--- src/rtl/card_dealer.sv ---
// card_dealer: deals card ranks from a 52-card deck, four of each rank.
//
// The random source is an external free-running counter. Its value mod 13
// picks a starting rank. If that rank is used up, the dealer steps to the
// next rank, one cycle per miss, until it finds one with cards left.
// When DEAL_DELAY is set, each deal waits for a two-second timer handshake
// before the card is presented.
//
// Ports:
//   clk_50M      in   system clock, rising edge
//   i_Reset      in   synchronous active-high reset
//   i_Count      in   free-running counter value (random source)
//   i_Draw       in   deal request (level or pulse)
//   i_Shuffle    in   refill the full deck
//   i_TwoSec     in   two-second timer expired (one-cycle pulse)
//   o_TwoSec     out  two-second timer start request, held until acknowledged
//   o_Card       out  dealt rank 1..13, held between deals
//   o_Valid      out  one-cycle pulse, o_Card holds a new card
//   o_Busy       out  a deal is in progress
//   o_Empty      out  deck is empty
//   o_Remaining  out  cards left in the deck, 0..52
module card_dealer #(
  parameter int WIDTH      = 12,
  parameter int DEAL_DELAY = 1
) (
  input  logic             clk_50M,
  input  logic             i_Reset,
  input  logic [WIDTH-1:0] i_Count,
  input  logic             i_Draw,
  input  logic             i_Shuffle,
  input  logic             i_TwoSec,
  output logic             o_TwoSec,
  output logic [3:0]       o_Card,
  output logic             o_Valid,
  output logic             o_Busy,
  output logic             o_Empty,
  output logic [5:0]       o_Remaining
);

  typedef enum logic [1:0] {
    IDLE  = 2'd0,
    PROBE = 2'd1,
    DELAY = 2'd2,
    DONE  = 2'd3
  } state_t;

  state_t      state_reg, state_next;
  logic [3:0]  cand_reg, cand_next;
  logic [3:0]  card_reg, card_next;
  logic [5:0]  remaining_reg;
  logic [2:0]  cnt_reg [1:13];
  logic [3:0]  rand_rank;
  logic        take;
  logic        refill;

  // Starting rank taken from the whole counter value, not just its low bits.
  assign rand_rank = 4'(i_Count % WIDTH'(13)) + 4'd1;

  always_ff @(posedge clk_50M) begin
    if (i_Reset) begin
      state_reg     <= IDLE;
      cand_reg      <= 4'd1;
      card_reg      <= 4'd0;
      remaining_reg <= 6'd52;
    end else begin
      state_reg <= state_next;
      cand_reg  <= cand_next;
      card_reg  <= card_next;
      if (refill)
        remaining_reg <= 6'd52;
      else if (take)
        remaining_reg <= remaining_reg - 6'd1;
    end
  end

  // One remaining-count register per rank.
  generate
    for (genvar gi = 1; gi <= 13; gi++) begin : g_rank
      always_ff @(posedge clk_50M) begin
        if (i_Reset || refill)
          cnt_reg[gi] <= 3'd4;
        else if (take && (cand_reg == 4'(gi)))
          cnt_reg[gi] <= cnt_reg[gi] - 3'd1;
      end
    end
  endgenerate

  always_comb begin
    state_next = state_reg;
    cand_next  = cand_reg;
    card_next  = card_reg;
    take       = 1'b0;
    refill     = 1'b0;
    case (state_reg)
      IDLE: begin
        // A shuffle wins over a draw in the same cycle.
        if (i_Shuffle) begin
          refill = 1'b1;
        end else if (i_Draw && (remaining_reg != 6'd0)) begin
          cand_next  = rand_rank;
          state_next = PROBE;
        end
      end
      PROBE: begin
        if (cnt_reg[cand_reg] != 3'd0) begin
          take       = 1'b1;
          card_next  = cand_reg;
          state_next = (DEAL_DELAY != 0) ? DELAY : DONE;
        end else begin
          // The deck is non-empty here, so the walk ends within 12 misses.
          cand_next = (cand_reg == 4'd13) ? 4'd1 : cand_reg + 4'd1;
        end
      end
      DELAY: begin
        if (i_TwoSec)
          state_next = DONE;
      end
      DONE: begin
        state_next = IDLE;
      end
      default: begin
        state_next = IDLE;
      end
    endcase
  end

  // All status outputs decode directly from registered state.
  assign o_TwoSec    = (state_reg == DELAY);
  assign o_Valid     = (state_reg == DONE);
  assign o_Busy      = (state_reg != IDLE);
  assign o_Card      = card_reg;
  assign o_Remaining = remaining_reg;
  assign o_Empty     = (remaining_reg == 6'd0);

endmodule

--- config.mk ---
export PLATFORM = sky130hd
export DESIGN_NAME = card_dealer
export DESIGN_NICKNAME = d
export VERILOG_FILES = /design/src/rtl/card_dealer.sv
export SDC_FILE = /design/constraint.sdc
export NUM_CORES = 1
export LEC_CHECK = 0
export BUFFER_PORTS_ARGS = -buffer_cell sky130_fd_sc_hd__buf_4
export CORE_UTILIZATION = 60
export DETAILED_ROUTE_END_ITERATION = 10
export PLACE_DENSITY = 0.82
export SYNTH_ARGS = -nofsm -noshare
export SYNTH_HDL_FRONTEND = slang
export SYNTH_SLANG_ARGS = --single-unit
export TNS_END_PERCENT = 10
--- constraint.sdc ---
create_clock -name clk_50M -period 15.36 [get_ports clk_50M]
set_input_delay 0.768 -clock clk_50M [delete_from_list [all_inputs] [get_ports clk_50M]]
set_output_delay 0.768 -clock clk_50M [all_outputs]
set_load 0.02 [all_outputs]
==> results of run 1 <==
-- worst min path at each step --
stage               cells after the start      endpoint
finish                                  2     o_Card[3]
global route                            2     o_Card[2]
CTS                                     2     o_Card[1]
detailed placement                      2     o_Card[3]
global placement                        2     o_Card[3]
floorplan                               2  state_reg[1]
-- worst max-delay path, stage by stage --
cell       delay [ns]
buf_4            0.21
or2_1            0.21
a22oi_1          0.11
o32ai_1          0.45
nor2_1           0.24
a2111oi_0        0.46
a211oi_1         0.13
nor2_1           0.57
nor3_1           0.09
o211a_1          0.22
o32ai_1          0.39
and3_1           0.39
xnor2_1          0.21
ha_1             0.38
nor2b_1          0.28
o21ai_2          0.12
xnor2_1          0.26
ha_1             0.27
xnor3_1          0.41
mux2_2           0.28
o21ai_1          0.12
o211a_1          0.17
-- metal layers --
metal	wire, um	track usage (%)
met1	4860	35.4
met4	101	6.12
met5	0	0
met2	5010	41.5
met3	553	4.19
-- power by group --
part           internal, uW  switching [uW]  leakage, uW
logic                   157             236      0.00132
clock network          72.5            58.5    0.0000915
registers               207            38.2     0.000540
total                   436             332      0.00195
-- layout make-up --
class,instances,area share [%]
timing repair buffer,32,4.58
inverter,44,3.15
clock inverter,7,1.12
tap,102,2.43
sequential,59,30.0
clock buffer,9,2.36
multi-input combinational,452,56.4
-- layout by cell type (no fill, tap or decap), types with 6 or more instances in the layout --
master,Yosys,routed
o211ai_1,7,7
nand2b_1,10,10
nand2_1,55,55
edfxtp_1,39,39
xnor2_1,22,22
nor2_1,50,50
a211oi_1,10,10
nor3_1,24,24
inv_1,42,42
clkbuf_8,0,9
buf_4,4,32
a21oi_1,27,27
nand4_1,14,14
ha_1,23,23
nor4_1,14,14
nand3_1,38,38
o21ai_0,32,32
dfxtp_1,20,20
nor2b_1,6,6
-- through the flow --
stage                     cells  power [uW]
after floorplan             598         551
after global placement      689         623
after detailed placement    689         634
after CTS                   705         767
after global routing        705         828
final                       705         769
-- logic make-up (layout without fill, tap and decap cells) --
group / count (synthesis) / after routing / share of synthesized area (%)
and+or+nand+nor: 248 / 248 / 25.9
buffers and inverters: 87 / 92 / 7.93
adders and majority gates: 23 / 23 / 5.85
xor gates and xnor gates: 25 / 25 / 4.73
AOI/OAI and AO/OA: 147 / 147 / 21.5
muxes: 9 / 9 / 2.21
DFF: 59 / 59 / 31.9
==> flow_metrics.py, run 1 <==
metrics = {
    "pwr": {
        "leakagePower_uw": 0.00195,
        "power_density_nw_per_um2": 147,
        "ir_drop_uv": 139,
    },
    "status": {
        "status": "finished, final reports clean",
    },
    "logic_synthesis": {
        "ys_types": 85,
        "synthArstFlopShare_pct": 0,
        "synth_top_area_share_pct": 23.8,
        "ys_ff_latch": 59,
        "synthTopCellsByCount": "nand2_1 (55), nor2_1 (50), inv_1 (42)",
        "synth_area_per_cell_sq_um": 8.23,
        "yosys_warnings": 0,
        "synth_edf_count": 39,
        "synthesis.area_sq_um": 4920,
        "synth_flop_cell": "edfxtp_1",
        "yosysSeqAreaShare_pct": 31.9,
        "syn_inst": 598,
        "syn-num-nets": 638,
        "yosysTopAreaCell": "edfxtp_1",
        "synthTopCellsByArea": "edfxtp_1 (24%), dfxtp_1 (8.1%), ha_1 (5.8%)",
        "synth.most_common_cell": "nand2_1",
    },
    "critical_path": {
        "start_kind": "input port",
        "path_class": "input port to flop",
        "end_kind": "flop",
        "cp-startpoint": "i_Count[7]",
        "cp-endpoint": "cand_reg[2]",
        "reg2reg_from": "cnt_reg[3][2]",
        "r2r_cells": 11,
        "rrSetupSlack_ns": 12.11,
        "required_ns": 15.63,
        "path_max_fanout": 21,
        "worst_ep_arrival_time_ns": 6.74,
    },
    "timing": {
        "timing.fmax_mhz": 154,
        "worst_pin_slew_ns": 0.705,
        "setup_ws_ns": 8.89,
        "whs_ns": 0.465,
        "rsz0062_at_grt": "no",
        "finalHoldViolCount": 0,
        "relSlewSlack_pct": 52.8,
        "skew_ns": 0.00372,
        "period_share_pct": 42.1,
        "finalSetupViolations": 0,
        "fin_setup_tns_ns": 0,
        "drv_slew": 0,
        "finalCriticalPeriod_ns": 6.47,
    },
    "clock_network": {
        "clock_sinks": 59,
        "cts-root-buf": "clkbuf_8",
        "cts_buffer_depth": 2,
        "clkSlewWorstSetupHoldPaths_ns": 0.06,
        "numCtsBuffers": 9,
        "cts_max_level": 3,
        "post_cts_buffers": 0,
        "tritoncts": "built",
        "cts_hold_buf": 0,
        "ctsResizeCount": 0,
        "insertion_delay_ns": 0.33,
    },
    "floorplan": {
        "die_w_um": 92.6,
        "rows": 32,
        "die_h_um": 92.6,
        "dieArea_sq_um": 8570,
        "start_util_pct": 62.7,
        "ios": 31,
        "core_area_sq_um": 7850,
    },
    "global_route": {
        "globalRouteOverflowTotal": 0,
        "antenna_found_initial": 0,
        "grt_pass1_wl_um": 17900,
        "grtUsageTotal_pct": 25.5,
        "grt_max_degree": 24,
        "grt_pass1_vias": 3984,
    },
    "drt": {
        "wl_per_cell_um": 14.9,
        "final_antenna_net_count": 0,
        "vias": 4449,
        "viasPerCell": 6.31,
        "drt_drc_violations_left": 0,
        "drtIter0Drc": 363,
        "firstDrtPassIters": 5,
        "wl_um": 10500,
    },
    "place": {
        "placed_cell_area_sq_um": 5060,
        "gp_congestion": 0.858,
        "place_ws_ns": 8.61,
        "place_hpwl_um": 7650,
        "place.port_buffers": 30,
    },
    "final_layout": {
        "drive_above_1_share_pct": 11.9,
        "postLayoutCoreUtil_pct": 66.9,
        "area_delta_synth_final_pct": 6.61,
        "fill_cells": 677,
        "final_nets": 638,
        "seqCellArea_sq_um": 1570,
        "multi_input_comb_area_sq_um": 2960,
        "final_area_sq_um": 5250,
        "largest_register_ffs": 39,
        "antennaDiodeCount": 0,
    },
    "min_path": {
        "min_path_type": "flop to flop",
        "min_from": "o_Card[3]",
    },
    "flow_run": {
        "drv_cap": 0,
    },
}
Note: power is estimated with default switching activity, not from simulation.
==> run 2: changes to the inputs <==
==> constraint.sdc (replaced) <==
create_clock -name clk_50M -period 6.74 [get_ports clk_50M]
set_input_delay 0.337 -clock clk_50M [delete_from_list [all_inputs] [get_ports clk_50M]]
set_output_delay 0.337 -clock clk_50M [all_outputs]
set_load 0.02 [all_outputs]
==> run 2 against run 1 <==
Against the previous run:
- final area increased by 0.48%
- via count increased by 1.6%
- non-clock buffer count stayed put
- sequential power is 130% higher
- global-route usage is 0.77 points higher
- combinational power is 130% higher
- hold slack worse by 0.20 ns
- first-iteration DRC count up 24%
- register-to-register slack got worse by 8.8 ns
- utilization is 0.32 points higher
- die area unchanged
- clock power increased to 2.6 times the previous value
- critical endpoint unchanged
- largest power group unchanged
- highest routed layer unchanged
==> flow_metrics.py, run 2 (synthesized netlist as in run 1, its figures left out) <==
metrics = {
    "critical_path": {
        "start_kind": "input port",
        "path_class": "input port to flop",
        "worst_ep_arrival_time_ns": 6.37,
        "path_max_fanout": 21,
        "end_kind": "flop",
        "required_ns": 7.01,
    },
    "final_layout": {
        "final_nets": 638,
        "final_area_sq_um": 5270,
        "largest_register_ffs": 39,
        "final_cell_mix": "nand2_1 (55), nor2_1 (50), inv_1 (42)",
        "antennaDiodeCount": 0,
        "fill_cells": 668,
        "drive_above_1_share_pct": 11.9,
        "area_delta_synth_final_pct": 7.12,
        "final_common_cell": "nand2_1",
    },
    "status": {
        "status": "finished, final reports clean",
    },
    "timing": {
        "drv_slew": 0,
        "worst_pin_slew_ns": 0.708,
        "rsz0062_at_grt": "no",
        "relSlewSlack_pct": 52.6,
        "finalHoldViolCount": 0,
        "finalCriticalPeriod_ns": 6.10,
        "finalSetupViolations": 0,
        "period_share_pct": 90.5,
        "skew_ns": 0.00930,
        "fin_setup_tns_ns": 0,
        "timing.fmax_mhz": 164,
    },
    "drt": {
        "drt_drc_violations_left": 0,
        "wl_um": 10900,
        "vias": 4522,
        "final_antenna_net_count": 0,
        "viasPerCell": 6.41,
        "drtIter0Drc": 450,
        "wl_per_cell_um": 15.5,
        "firstDrtPassIters": 6,
    },
    "flow_run": {
        "drv_cap": 0,
    },
    "pwr": {
        "power_density_nw_per_um2": 342,
        "p_sw_share_pct": 42.7,
        "seqPwrFrac_pct": 31.0,
        "p_sw_uw": 769,
        "pwr-share-comb_pct": 50.2,
        "internal_power_uw": 1030,
        "ir_drop_uv": 320,
        "clockPowerShare_pct": 18.8,
        "leakagePower_uw": 0.00196,
    },
    "place": {
        "place_hpwl_um": 7940,
        "place.port_buffers": 30,
        "placed_cell_area_sq_um": 5060,
        "gp_congestion": 0.864,
    },
    "global_route": {
        "grt_max_degree": 24,
        "globalRouteOverflowTotal": 0,
        "grt_pass1_wl_um": 18200,
        "antenna_found_initial": 0,
        "grt_pass1_vias": 4088,
        "grtUsageTotal_pct": 26.3,
    },
    "floorplan": {
        "core_area_sq_um": 7850,
        "ios": 31,
        "start_util_pct": 62.7,
        "die_w_um": 92.6,
        "die_h_um": 92.6,
        "dieArea_sq_um": 8570,
        "rows": 32,
    },
    "clock_network": {
        "clkSlewWorstSetupHoldPaths_ns": 0.06,
        "clock_sinks": 59,
        "cts_max_level": 3,
        "tritoncts": "built",
        "post_cts_buffers": 0,
        "cts_hold_buf": 0,
        "cts_buffer_depth": 2,
        "cts-root-buf": "clkbuf_8",
        "insertion_delay_ns": 0.34,
        "numCtsBuffers": 9,
        "ctsResizeCount": 0,
    },
    "min_path": {
        "min_path_type": "input port to flop",
    },
}
-- run 2: layout make-up --
type | count | area, sq um | share of cell area, %
timing repair buffer | 32 | 240 | 4.56
inverter | 44 | 165 | 3.13
clock inverter | 6 | 80.1 | 1.52
sequential | 59 | 1570 | 29.8
clock buffer | 10 | 128 | 2.42
multi-input combinational | 452 | 2960 | 56.1
tap | 102 | 128 | 2.42
-- run 2: power groups by stage --
stage / logic [uW] / clock network [uW] / registers (uW)
6_report: 906 / 339 / 559
2_1_floorplan: 728 / 0 / 529
3_3_place_gp: 859 / 0 / 560
3_5_place_dp: 888 / 0 / 565
4_1_cts: 895 / 341 / 557
5_1_grt: 998 / 354 / 573
-- run 2: path summary, 6_finish.rpt --
kind	from	to	slack, ns	depth (start not counted)
hold / removal	i_Reset	o_Card[1]	0.27	2
hold reg to reg	o_Card[3]	o_Card[3]	0.46	2
setup reg to reg	cnt_reg[4][0]	cand_reg[3]	3.34	12
setup / recovery	i_Count[7]	cand_reg[2]	0.64	22
-- run 2: per-layer routing --
layer / wire length (um) / global-route usage, % / vias up
met2: 5260 / 44.2 / 177
met3: 650 / 4.43 / 16
met5: 0 / 0 / -
met1: 4880 / 34.8 / 2124
li1: - / - / 2205
met4: 114 / 7.03 / 0
-- run 2: critical path, cell delays in order --
cell       delay, ns
buf_4           0.20
or2_1           0.21
a22oi_1         0.11
o32ai_1         0.45
nor2_1          0.24
a2111oi_0       0.48
a211oi_1        0.14
nor2_1          0.57
nor3_1          0.09
o211a_1         0.22
o32ai_1         0.39
and3_1          0.40
xnor2_1         0.23
ha_1            0.39
nor2b_1         0.28
o21ai_2         0.11
xnor2_1         0.24
ha_1            0.25
xnor3_1         0.42
mux2_2          0.28
o21ai_1         0.13
o211a_1         0.18
-- run 2: metrics by stage --
stage	total power (uW)	worst slack (ns)	utilization, %	std cells	hold slack [ns]
final	1800	0.638	67.2	705	0.266
after global routing	1930	0.299	67.2	705	0.267
after CTS	1790	0.783	67.2	705	0.249
after detailed placement	1450	0.436	64.5	689	0.456
after global placement	1420	0.669	64.5	689	0.454
after floorplan	1260	1.13	-	598	0.460
==> run 3: changes to the inputs <==
--- a/config.mk
+++ b/config.mk
@@ -6,9 +6,9 @@
 export NUM_CORES = 1
 export LEC_CHECK = 0
 export BUFFER_PORTS_ARGS = -buffer_cell sky130_fd_sc_hd__buf_4
-export CORE_UTILIZATION = 60
+export CORE_UTILIZATION = 56
 export DETAILED_ROUTE_END_ITERATION = 10
-export PLACE_DENSITY = 0.82
+export PLACE_DENSITY = 0.8
 export SYNTH_ARGS = -nofsm -noshare
 export SYNTH_HDL_FRONTEND = slang
 export SYNTH_SLANG_ARGS = --single-unit
==> constraint.sdc (replaced) <==
create_clock -name clk_50M -period 5.5 [get_ports clk_50M]
set_input_delay 0.275 -clock clk_50M [delete_from_list [all_inputs] [get_ports clk_50M]]
set_output_delay 0.275 -clock clk_50M [all_outputs]
set_load 0.02 [all_outputs]
==> run 3 against run 2 <==
Against the previous run:
- non-clock buffer count rose by 20
- largest cell class unchanged
- worst setup slack got worse by 0.39 ns
- count of clock-buffer cells in the layout did not move
- critical path type unchanged
- flip-flop and latch count did not move
- sequential share of layout area fell by 1.3 points
==> flow_metrics.py, run 3 (synthesized netlist as in run 1, its figures left out) <==
metrics = {
    "drt": {
        "vias": 4630,
        "firstDrtPassIters": 5,
        "wl_um": 11600,
        "viasPerCell": 6.36,
        "drtIter0Drc": 424,
        "drt_drc_violations_left": 0,
        "wl_per_cell_um": 16.0,
        "final_antenna_net_count": 0,
    },
    "critical_path": {
        "start_kind": "input port",
        "end_kind": "flop",
        "worst_ep_arrival_time_ns": 5.54,
        "required_ns": 5.78,
        "path_max_fanout": 21,
        "path_class": "input port to flop",
    },
    "place": {
        "place_hpwl_um": 8080,
        "place_inst": 706,
        "place.port_buffers": 30,
        "place_ws_ns": -0.0463,
        "gp_congestion": 0.910,
    },
    "final_layout": {
        "fin_cells": 728,
        "largest_register_ffs": 39,
        "final_cell_mix": "nand2_1 (55), buf_4 (52), nor2_1 (50)",
        "area_delta_synth_final_pct": 12.1,
        "antennaDiodeCount": 0,
        "final_common_cell": "nand2_1",
        "final_nets": 658,
        "drive_above_1_share_pct": 16.9,
    },
    "floorplan": {
        "rows": 33,
        "die_h_um": 95.7,
        "die_w_um": 95.7,
        "dieArea_sq_um": 9170,
        "start_util_pct": 59.0,
        "core_area_sq_um": 8340,
        "ios": 31,
    },
    "timing": {
        "period_share_pct": 95.5,
        "rsz0062_at_grt": "no",
        "drv_slew": 0,
        "relSlewSlack_pct": 56.5,
        "finalSetupViolations": 0,
        "worst_pin_slew_ns": 0.642,
        "skew_ns": 0.00948,
        "setup_ws_ns": 0.248,
        "timing.fmax_mhz": 190,
        "finalCriticalPeriod_ns": 5.25,
        "whs_ns": 0.183,
        "finalHoldViolCount": 0,
    },
    "clock_network": {
        "tritoncts": "built",
        "cts_buffer_depth": 2,
        "clkSlewWorstSetupHoldPaths_ns": 0.07,
        "insertion_delay_ns": 0.35,
        "cts_max_level": 3,
        "numCtsBuffers": 9,
        "cts-root-buf": "clkbuf_8",
        "clock_sinks": 59,
    },
    "pwr": {
        "leakagePower_uw": 0.00209,
        "power_density_nw_per_um2": 430,
        "ir_drop_uv": 373,
        "total_power_uw": 2370,
    },
    "global_route": {
        "grtUsageTotal_pct": 26.1,
        "globalRouteOverflowTotal": 0,
        "grt_pass1_wl_um": 18900,
        "grt_pass1_vias": 4127,
        "grt_max_degree": 24,
        "antenna_found_initial": 0,
    },
    "status": {
        "status": "finished, final reports clean",
    },
    "min_path": {
        "min_path_type": "input port to flop",
    },
    "flow_run": {
        "drv_cap": 0,
    },
}
[run 3: changes by cell type in the layout (fill, tap and decap cells not counted), moves of 2 or more]
cell,change
a2111oi_0,-2
o32ai_1,-2
or2_4,+2
a2111oi_1,+2
o32ai_2,+2
or2_1,-2
buf_4,+20
[run 3: path summary, 6_finish.rpt]
path               end  slack (ns)          start  cells past startpoint
max               flop        0.25     i_Count[7]                     23
min reg2reg  o_Card[2]        0.47      o_Card[2]                      2
min          o_Card[2]        0.18        i_Reset                      2
max reg2reg       flop        2.08  cnt_reg[4][0]                     11
[run 3: layer usage]
layer	track usage [%]	part of all wire, %	vias up
li1	-	-	2241
met1	34.5	44	2169
met2	43.6	49	202
met3	5.45	6.4	18
met4	6.34	1.2	0
met5	0	0	-
[run 3: layout make-up]
| class | instances | area [sq um] |
|---|---|---|
| clock buffers | 10 | 128 |
| clock inverters | 6 | 104 |
| fillers | 716 | 2830 |
| inverters | 44 | 165 |
| multi-input cells | 452 | 3030 |
| flip-flops and latches | 59 | 1570 |
| well taps | 105 | 131 |
| repair buffers | 52 | 390 |
[run 3: where the power goes]
part	total [uW]	switching (uW)	internal, uW	leakage (uW)
combinational	1220	713	503	0.00143
sequential	689	111	577	0.000540
clock	470	172	298	0.000118
total	2370	996	1380	0.00209
[run 3: what timing repair did]
action	4_1_cts	5_1_grt
hold buffers	0	0
resized for setup	0	14
setup buffers	0	6
endpoints found under the setup margin	0	4
[run 3: stage by stage]
step / cell area, sq um / TNS (ns) / util (%)
finish: 5520 / 0 / 66.1
CTS: 5410 / 0 / 64.9
detailed placement: 5180 / -0.0926 / 62.1
global route: 5520 / 0 / 66.1
floorplan: 4930 / 0 / -
global placement: 5180 / 0 / 62.1
[run 3: worst max-delay path, stage by stage]
cell	delay [ns]
buf_4	0.18
nor2b_4	0.14
o211a_1	0.22
a2111o_1	0.47
and2_4	0.24
or4_1	0.50
a31oi_1	0.24
or4_4	0.23
buf_4	0.13
nand4_1	0.08
a31oi_1	0.27
o32ai_2	0.14
and3_4	0.22
xnor2_2	0.15
ha_1	0.21
nor2b_2	0.17
o21ai_2	0.18
mux2i_1	0.24
ha_1	0.22
xnor3_1	0.43
mux2_2	0.29
o21ai_1	0.12
o211a_1	0.17
